File: src/rtl/fetch_controller.sv
// Fetch sequencer: steers the program counter, issues instruction-memory requests
// and hands fetched words to decode; redirects win over sequential advance.
module fetch_controller #(
    parameter logic [3:0] HALT_OPCODE = 4'hF
) (
    input  logic        clk,
    input  logic        reset,
    input  logic [15:0] pc_cur,
    output logic [15:0] pc_next,
    output logic        pc_en,
    output logic        imem_req,
    output logic [15:0] imem_addr,
    input  logic        imem_ack,
    input  logic [15:0] imem_rdata,
    output logic        instr_valid,
    output logic [15:0] instr_data,
    output logic [15:0] instr_pc,
    input  logic        instr_ready,
    input  logic        redirect_valid,
    input  logic [15:0] redirect_target,
    input  logic        resume,
    output logic        halted
);

    typedef enum logic [2:0] {
        S_IDLE,
        S_REQ,
        S_WAIT,
        S_DELIVER,
        S_HALT
    } state_t;

    state_t      state_q, state_d;
    logic [15:0] addr_q, addr_d;
    logic        squash_q, squash_d;
    logic        valid_q, valid_d;
    logic [15:0] data_q, data_d;
    logic [15:0] ipc_q, ipc_d;
    logic        halted_q, halted_d;

    always_ff @(posedge clk or posedge reset) begin
        if (reset) begin
            state_q  <= S_IDLE;
            addr_q   <= 16'h0000;
            squash_q <= 1'b0;
            valid_q  <= 1'b0;
            data_q   <= 16'h0000;
            ipc_q    <= 16'h0000;
            halted_q <= 1'b0;
        end else begin
            state_q  <= state_d;
            addr_q   <= addr_d;
            squash_q <= squash_d;
            valid_q  <= valid_d;
            data_q   <= data_d;
            ipc_q    <= ipc_d;
            halted_q <= halted_d;
        end
    end

    always_comb begin
        state_d   = state_q;
        addr_d    = addr_q;
        squash_d  = squash_q;
        valid_d   = valid_q;
        data_d    = data_q;
        ipc_d     = ipc_q;
        halted_d  = halted_q;
        pc_en     = 1'b0;
        pc_next   = 16'h0000;
        imem_req  = 1'b0;
        imem_addr = 16'h0000;

        case (state_q)
            S_IDLE: begin
                state_d = S_REQ;
            end

            S_REQ: begin
                imem_req  = 1'b1;
                imem_addr = pc_cur;
                if (redirect_valid) begin
                    pc_en   = 1'b1;
                    pc_next = redirect_target;
                    if (imem_ack) begin
                        state_d = S_REQ;
                    end else begin
                        // Memory still owes a response for the old address; drop it on arrival.
                        addr_d   = pc_cur;
                        squash_d = 1'b1;
                        state_d  = S_WAIT;
                    end
                end else if (imem_ack) begin
                    data_d  = imem_rdata;
                    ipc_d   = pc_cur;
                    valid_d = 1'b1;
                    state_d = S_DELIVER;
                end else begin
                    addr_d  = pc_cur;
                    state_d = S_WAIT;
                end
            end

            S_WAIT: begin
                imem_req  = 1'b1;
                imem_addr = addr_q;
                if (redirect_valid) begin
                    pc_en   = 1'b1;
                    pc_next = redirect_target;
                    if (imem_ack) begin
                        squash_d = 1'b0;
                        state_d  = S_REQ;
                    end else begin
                        squash_d = 1'b1;
                    end
                end else if (imem_ack) begin
                    if (squash_q) begin
                        squash_d = 1'b0;
                        state_d  = S_REQ;
                    end else begin
                        data_d  = imem_rdata;
                        ipc_d   = addr_q;
                        valid_d = 1'b1;
                        state_d = S_DELIVER;
                    end
                end
            end

            S_DELIVER: begin
                if (redirect_valid) begin
                    pc_en   = 1'b1;
                    pc_next = redirect_target;
                    valid_d = 1'b0;
                    state_d = S_REQ;
                end else if (instr_ready) begin
                    valid_d = 1'b0;
                    if (data_q[15:12] == HALT_OPCODE) begin
                        // PC is left pointing at the halt word; resume steps past it.
                        halted_d = 1'b1;
                        state_d  = S_HALT;
                    end else begin
                        pc_en   = 1'b1;
                        pc_next = pc_cur + 16'd1;
                        state_d = S_REQ;
                    end
                end
            end

            S_HALT: begin
                if (resume) begin
                    pc_en    = 1'b1;
                    pc_next  = pc_cur + 16'd1;
                    halted_d = 1'b0;
                    state_d  = S_REQ;
                end
            end

            default: begin
                state_d = S_IDLE;
            end
        endcase
    end

    assign instr_valid = valid_q;
    assign instr_data  = data_q;
    assign instr_pc    = ipc_q;
    assign halted      = halted_q;

endmodule
File: config.mk
export PLATFORM = sky130hd
export DESIGN_NAME = fetch_controller
export DESIGN_NICKNAME = d
export VERILOG_FILES = /design/src/rtl/fetch_controller.sv
export SDC_FILE = /design/constraint.sdc
export NUM_CORES = 1
export LEC_CHECK = 0
export ABC_CLOCK_PERIOD_IN_PS = 4900
export CORE_ASPECT_RATIO = 0.8
export CORE_UTILIZATION = 30
export CTS_CLUSTER_SIZE = 25
export DETAILED_ROUTE_END_ITERATION = 10
export DONT_BUFFER_PORTS = 1
export SYNTH_ARGS = -nofsm -noshare
export SYNTH_HDL_FRONTEND = slang
export SYNTH_SLANG_ARGS = --single-unit
File: constraint.sdc
create_clock -name clk -period 4.9 [get_ports clk]
set_clock_uncertainty 0.15 [all_clocks]
set_input_delay 0.98 -clock clk [delete_from_list [all_inputs] [get_ports clk]]
set_output_delay 0.98 -clock clk [all_outputs]
set_load 0.01 [all_outputs]
### Word-level counts from Yosys, hierarchy flattened

Index checks and enable logic that the tools add are counted.

| storage, ports and cells | value |
|---|---|
| register bits | 54 |
| latch bits | 0 |
| memory bits (writable) | 0 |
| ROM bits | 0 |
| word-level logic and storage cells | 95 |
| memories kept | 0 |

| operators by class | value |
|---|---|
| add/sub/neg operators | 1 |
| multipliers | 0 |
| div/mod/pow operators | 0 |
| order comparisons | 0 |
| eq/ne operators | 18 |
| shifts and indexed selects | 0 |
| multiplexer cells | 57 |
| bitwise gates (word level) | 1 |
| reduce and logical (&&, ||, !) cells | 11 |

Operators with widths:

| operator | count |
|---|---|
| $mux 16 | 15 |
| $pmux 16 s2 | 3 |
| $pmux 16 s3 | 1 |
| $mux 3 | 8 |
| $mux 1 | 23 |
| $ne 2x2->1 const B | 11 |
| $add 16x1->16 const B | 1 |
| $pmux 3 s5 | 1 |
| $reduce_and 7->1 | 1 |
| $eq 3x2->1 const B | 2 |
| $ne 3x3->1 const B | 2 |
| $pmux 1 s3 | 2 |
| $reduce_and 6->1 | 1 |
| $reduce_and 5->1 | 1 |
| $eq 4x4->1 const B | 1 |
| $mux 2 | 2 |
| $pmux 1 s2 | 2 |
| $reduce_and 4->1 | 1 |
| $reduce_bool 2->1 | 2 |
| $eq 3x1->1 const B | 1 |
| $eq 3x3->1 const B | 1 |
| $logic_not 3->1 | 1 |
| $reduce_and 3->1 | 1 |
| $reduce_bool 3->1 | 1 |
| 3 further kinds | 3 |

### Depth between registers and ports, before layout

Gate-level depths: netlist (run 1).

| depth | value |
|---|---|
| depth after elaboration | 5 |
| depth in mapped cells | 7 |

### Worst setup path before layout (run 1)

Ideal clock, no wire load.

| timing path | value |
|---|---|
| kind | in2out |
| start | input redirect_valid |
| end | output pc_next[10] |
| arrival time | 2.122 ns |
| required time | 3.770 ns |
| slack | 1.648 ns |
| stages | 6 |
| path buffers | 2 |
| cells stage by stage | clkbuf_1 nand4bb_1 nor3_1 nor2_2 clkbuf_2 o21ai_0 |

| between the ends | value |
|---|---|
| cells in the longest elaborated chain, start to end | 2 |

RTL lines:

| item | line | text |
|---|---|---|
| start, declared | 19 | `input logic redirect_valid,` |
| $mux 16 (on tied branches) | 130, 82, 107 |  |
| $pmux 16 s3 * | 74 | `case (state_q)` |
| end, declared | 9 | `output logic [15:0] pc_next,` |

Mark *: on every way between the ends. The rest lies on a longest branch, timed or not.

### Final worst setup path (run 1)

| timing path | value |
|---|---|
| start | register state_q[1] |
| end | output imem_addr[4] |

| between the ends | value |
|---|---|
| cells in the longest elaborated chain, start to end | 2 |

RTL lines:

| item | line | text |
|---|---|---|
| start, declared | 33 | `state_t state_q, state_d;` |
| start signal, assigned | 51 | `state_q <= state_d;` |
| $eq 3x2->1 / $eq 3x1->1 (equally long branches) | 74 |  |
| $pmux 16 s2 * | 74 |  |
| end, declared | 12 | `output logic [15:0] imem_addr,` |

Marked as above.

==> results of run 1 <==
## kinds of logic after synthesis
group | Yosys count | share of synthesized area, %
AOI/OAI and AO/OA | 68 | 14.1
xor gates and xnor gates | 14 | 4.09
adders and majority gates | 1 | 0.417
buffers and inverters | 32 | 5.79
DFF | 54 | 45.0
muxes | 45 | 16.3
and+or+nand+nor | 84 | 14.3
## through the flow
stage	util [%]	power, µW	hold slack (ns)	cells	area (µm²)
6_report	33.3	1940	0.369	420	3230
5_1_grt	33.3	2080	0.393	420	3230
4_1_cts	33.3	1980	0.368	420	3230
3_5_place_dp	31.6	1570	0.353	413	3060
3_3_place_gp	31.6	1550	0.343	413	3060
2_1_floorplan	-	1440	0.332	298	3000
## worst reg2reg max path, delay by kind of cell, from the launching register on
| family | cells | cell delay (ns) |
|---|---|---|
| flops | 1 | 0.62 |
| simple gates | 2 | 1.71 |
| mux | 1 | 0.42 |
## final cells by class
cell class,count,area [µm²],share of cell area (%)
Clock buffer,5,125,3.88
Clock inverter,2,38.8,1.20
Inverter,9,33.8,1.05
Multi-Input combinational cell,212,1490,46.3
Sequential cell,54,1350,41.9
Tap cell,136,170,5.27
Timing Repair Buffer,2,15.0,0.465
## layer usage
layer  share of wire, %  vias to the layer above  global-route usage (%)
li1                   -                     1024                       -
met1                 47                     1006                    18.7
met2                 46                       60                    22.8
met3                6.6                        5                    5.01
met4               0.60                        0                    2.60
met5                  0                        -                       0
## final timing paths
kind / slack (ns) / endpoint / depth (start not counted)
max in group asynchronous: 3.54 / addr_q[1] / 2
worst min-delay path: 0.37 / addr_q[4] / 1
min in group asynchronous: 0.61 / instr_data[0] / 2
worst max-delay path: 1.55 / imem_addr[4] / 2
worst min register to register: 0.37 / addr_q[4] / 1
worst max register to register: 1.89 / addr_q[12] / 3
## layout by cell type, fill, tap and decap left out, drive strengths merged, types with 2 or more instances in the layout
master / Yosys / layout
a21oi: 9 / 9
a22o: 16 / 16
a22oi: 2 / 2
buf: 14 / 2
clkbuf: 9 / 5
dfrtp: 54 / 54
inv: 9 / 9
mux2: 32 / 32
mux2i: 13 / 13
nand2: 40 / 40
nand3: 7 / 7
nand4: 3 / 3
nor2: 11 / 11
nor2b: 2 / 2
nor3: 6 / 6
nor3b: 3 / 3
nor4: 5 / 5
o21ai: 36 / 36
o21bai: 2 / 2
o221ai: 2 / 2
xnor2: 13 / 13
## power by group through the flow
stage | clock [µW] | combinational, µW | sequential (µW)
after global routing | 431 | 724 | 929
after global placement | 0 | 651 | 896
final | 395 | 653 | 895
after detailed placement | 0 | 667 | 904
after CTS | 413 | 667 | 897
after floorplan | 0 | 599 | 841
## flip-flops by register name, summed over array words and instances, names as in the netlist
name	flops
instr_data	16
addr_q	16
halted	1
squash_q	1
state_q	3
instr_valid	1
instr_pc	16
==> impl_metrics.json, run 1 <==
{
  "outcome": "finished clean",
  "synth_ff_type": "dfrtp_1",
  "hp-class": "reg -> reg",
  "crit_required_ns": 3.77,
  "slowest_stage": "nor3b_4",
  "cts_resized": 0,
  "switchingPower_uw": 749,
  "grt_pass1_wl_um": 11300,
  "routed_wl_um": 7360,
  "drtPass1Iterations": 4,
  "synth_area_leader_cell": "dfrtp_1",
  "die_area_um2": 10400,
  "setup_viol": 0,
  "cp-end-kind": "output port",
  "internal_power_uw": 1190,
  "path_class": "reg -> out",
  "synth_area_per_cell_um2": 10.1,
  "postCtsSetupBuffers": 0,
  "nets": 339,
  "clock.fmax_ghz": 0.299,
  "cts-root-buf": "clkbuf_16",
  "crit_start": "state_q[1]",
  "clock_sinks": 54,
  "crit_chain": "nor3b_4 > a22o_1",
  "critPathArrivalTime_ns": 2.22,
  "core_um2": 9690,
  "slew_violations": 0,
  "drt-initial-drc-count": 98,
  "via_count": 2095,
  "ys_ff_latch": 54,
  "wl_per_cell_um": 17.5,
  "swShare_pct": 38.5,
  "hold_start": "addr_q[4]",
  "start_util_pct": 31.0,
  "min_period_over_period_pct": 68.3,
  "setup_tns_ns": 0,
  "die_h_um": 91.5,
  "ctsHoldBuffers": 0,
  "io_buffer_count": 0,
  "vias_per_cell": 4.99,
  "yosysMostFrequentCell": "dfrtp_1",
  "setup_ws_ns": 1.55,
  "place_ws_ns": 1.67,
  "p_per_area_nw_per_um2": 602,
  "hold_viol": 0,
  "fill_cells": 1018,
  "tightest_slew_ns": 1.13,
  "diodes": 0,
  "cts_htree_levels": 2,
  "synth_area_leaders": "dfrtp_1 45%, mux2_2 9.8%, nand2_1 5.0%",
  "synth_edf_count": 0,
  "cp_slowest_stage_delay_ns": 0.99,
  "chipWidth_um": 114,
  "seqPwrFrac_pct": 46.0,
  "drive_above_1_share_pct": 14.8,
  "syn_to_final_growth_pct": 7.54,
  "grt_usage_pct": 14.3,
  "cts_buffer_depth": 2,
  "path_clk_slew_ns": 0.07,
  "rr_startpoint": "state_q[0]",
  "detail-route-antenna-nets": 0,
  "grt_max_degree": 55,
  "critical_path_buf_inv_count": 0,
  "synth_cells": 298,
  "row_count": 32,
  "cts_tree": "done",
  "synth_top_area_share_pct": 45.0,
  "ys_types": 39,
  "drc": 0,
  "crit_fanout": 24,
  "rsz0062_at_grt": "false",
  "start_kind": "register",
  "clockPowerShare_pct": 20.3,
  "grt_pass1_vias": 2048,
  "ir_drop_mv": 0.235,
  "p_leak_uw": 0.00136,
  "path_delay_family": "simple AND/OR/NAND/NOR gates",
  "async_reset_ff_share_pct": 100,
  "clk_latency_ns": 0.29,
  "synth_warnings": 0,
  "grt_overflow": 0,
  "syn-cell-area_um2": 3000,
  "period_minus_slack_ns": 3.35,
  "ios": 122,
  "place_congestion": 0.788,
  "p_comb_share_pct": 33.6,
  "antenna_found_initial": 0,
  "maxCapViolations": 0,
  "yosys-top-cells-count": "54 x dfrtp_1, 40 x nand2_1, 26 x mux2_2",
  "slew_headroom_pct": 24.8,
  "syn-num-nets": 353,
  "hpwl_um": 5310,
  "yosysSeqAreaShare_pct": 45.0,
  "cts_buffers": 5
}
Power figures use the tool's default switching activity.
==> inputs of run 2 (changes only) <==
--- a/config.mk
+++ b/config.mk
@@ -5,7 +5,7 @@
 export SDC_FILE = /design/constraint.sdc
 export NUM_CORES = 1
 export LEC_CHECK = 0
-export ABC_CLOCK_PERIOD_IN_PS = 4900
+export ABC_CLOCK_PERIOD_IN_PS = 3300
 export CORE_ASPECT_RATIO = 0.8
 export CORE_UTILIZATION = 30
 export CTS_CLUSTER_SIZE = 25
==> constraint.sdc (replaced) <==
create_clock -name clk -period 3.3 [get_ports clk]
set_clock_uncertainty 0.15 [all_clocks]
set_input_delay 0.66 -clock clk [delete_from_list [all_inputs] [get_ports clk]]
set_output_delay 0.66 -clock clk [all_outputs]
set_load 0.01 [all_outputs]
==> run 2 against run 1 <==
  * Worst setup slack got worse by 1.1 ns
  * Utilization increased by 0.30 points
  * Via count grew 3.4%
  * Count of clock-buffer cells in the layout did not move
  * Critical endpoint is now pc_next[10]
  * Hold slack lost 0.14 ns
  * Design area increased by 0.89%
  * Sequential share of layout area down 0.37 points
  * Global-route usage up 0.055 points
  * Clock power grew 32%
  * Combinational power increased by 55%
  * Critical path depth is 2 higher
==> impl_metrics.json, run 2 (synthesis results as in run 1) <==
{
  "path_class": "reg -> out",
  "vias_per_cell": 5.07,
  "final_area_um2": 3260,
  "drc": 0,
  "drt-initial-drc-count": 99,
  "diodes": 0,
  "critPathArrivalTime_ns": 2.05,
  "cts-root-buf": "clkbuf_16",
  "p_per_area_nw_per_um2": 879,
  "final_common_cell": "dfrtp_1",
  "detail-route-antenna-nets": 0,
  "rr_startpoint": "state_q[0]",
  "start_kind": "register",
  "placed_area_um2": 3120,
  "drive_above_1_share_pct": 16.8,
  "place_congestion": 0.832,
  "whs_ns": 0.232,
  "cts_htree_levels": 2,
  "wl_per_cell_um": 17.6,
  "grt_usage_pct": 14.3,
  "hp-class": "in -> async",
  "path_delay_family": "simple AND/OR/NAND/NOR gates",
  "hpwl_um": 5600,
  "cts_buffer_depth": 2,
  "cp_slowest_stage_delay_ns": 0.68,
  "die_h_um": 91.5,
  "final_cell_mix": "54 x dfrtp_1, 40 x nand2_1, 26 x mux2_2",
  "reg2regPathDepth": 5,
  "r2r_slack_ns": 0.82,
  "clk_latency_ns": 0.29,
  "grt_max_degree": 38,
  "r2r_end": "addr_q[1]",
  "via_count": 2167,
  "drtPass1Iterations": 4,
  "core_um2": 9690,
  "chipWidth_um": 114,
  "outcome": "finished clean",
  "cp-end-kind": "output port",
  "cts_tree": "done",
  "ir_drop_mv": 0.382,
  "setup_viol": 0,
  "row_count": 32,
  "nets": 346,
  "postCtsSetupBuffers": 0,
  "grt_pass1_vias": 2061,
  "period_minus_slack_ns": 2.86,
  "crit_chain": "nand4bb_1 > nor3_1 > nor2_2 > o21ai_0",
  "ctsHoldBuffers": 0,
  "maxCapViolations": 0,
  "die_area_um2": 10400,
  "start_util_pct": 31.0,
  "routed_wl_um": 7510,
  "p_leak_uw": 0.00138,
  "slew_headroom_pct": 48.7,
  "syn_to_final_growth_pct": 8.50,
  "cts_resized": 0,
  "crit_fanout": 16,
  "critical_path_buf_inv_count": 0,
  "tightest_slew_ns": 0.769,
  "slowest_stage": "dfrtp_1",
  "min_period_over_period_pct": 86.8,
  "setup_tns_ns": 0,
  "grt_pass1_wl_um": 11500,
  "crit_required_ns": 2.49,
  "hold_viol": 0,
  "clock.fmax_ghz": 0.349,
  "antenna_found_initial": 0,
  "grt_overflow": 0,
  "slew_violations": 0,
  "path_clk_slew_ns": 0.07,
  "ios": 122,
  "io_buffer_count": 0,
  "fill_cells": 1031,
  "rsz0062_at_grt": "false",
  "clock_sinks": 54,
  "cts_buffers": 5
}
-- run 2: cell types whose count changed in the layout (fill, tap and decap cells not counted), sizes merged --
cell	previous run	this run
clkinv	1	0
clkinvlp	0	2
buf	2	9
bufinv	1	0
-- run 2: cell type report --
cell class,instances,area [µm²],share of cell area [%]
Tap cell,136,170,5.22
Timing Repair Buffer,9,67.6,2.07
Clock buffer,5,125,3.84
Sequential cell,54,1350,41.5
Clock inverter,2,15.0,0.461
Inverter,9,33.8,1.04
Multi-Input combinational cell,212,1490,45.9
-- run 2: power by group --
| group | internal, µW | leakage, µW | switching, µW |
|---|---|---|---|
| combinational | 472 | 0.000669 | 541 |
| sequential | 977 | 0.000649 | 351 |
| clock | 278 | 0.0000619 | 244 |
| total | 1730 | 0.00138 | 1140 |
-- run 2: routing by layer --
metal / global-route usage, % / part of all wire (%)
met5: 0 / 0
met4: 2.81 / 0.89
met3: 5.01 / 7.2
met2: 22.4 / 46
met1: 19.1 / 46
-- run 2: per-stage QoR --
stage / cells / power, µW / util [%] / setup WS (ns)
global route: 427 / 3060 / 33.6 / 0.226
floorplan: 298 / 2140 / - / 0.688
CTS: 427 / 2910 / 33.6 / 0.409
finish: 427 / 2860 / 33.6 / 0.436
global placement: 420 / 2340 / 32.2 / 0.731
detailed placement: 420 / 2380 / 32.2 / 0.699
-- run 2: worst max-delay path by stage --
stage	start	end	cells past startpoint
finish	state_q[2]	pc_next[10]	4
global route	state_q[0]	pc_next[5]	4
CTS	state_q[0]	pc_next[10]	4
detailed placement	pc_cur[0]	pc_next[14]	5
global placement	pc_cur[0]	pc_next[14]	5
floorplan	redirect_valid	pc_next[10]	6
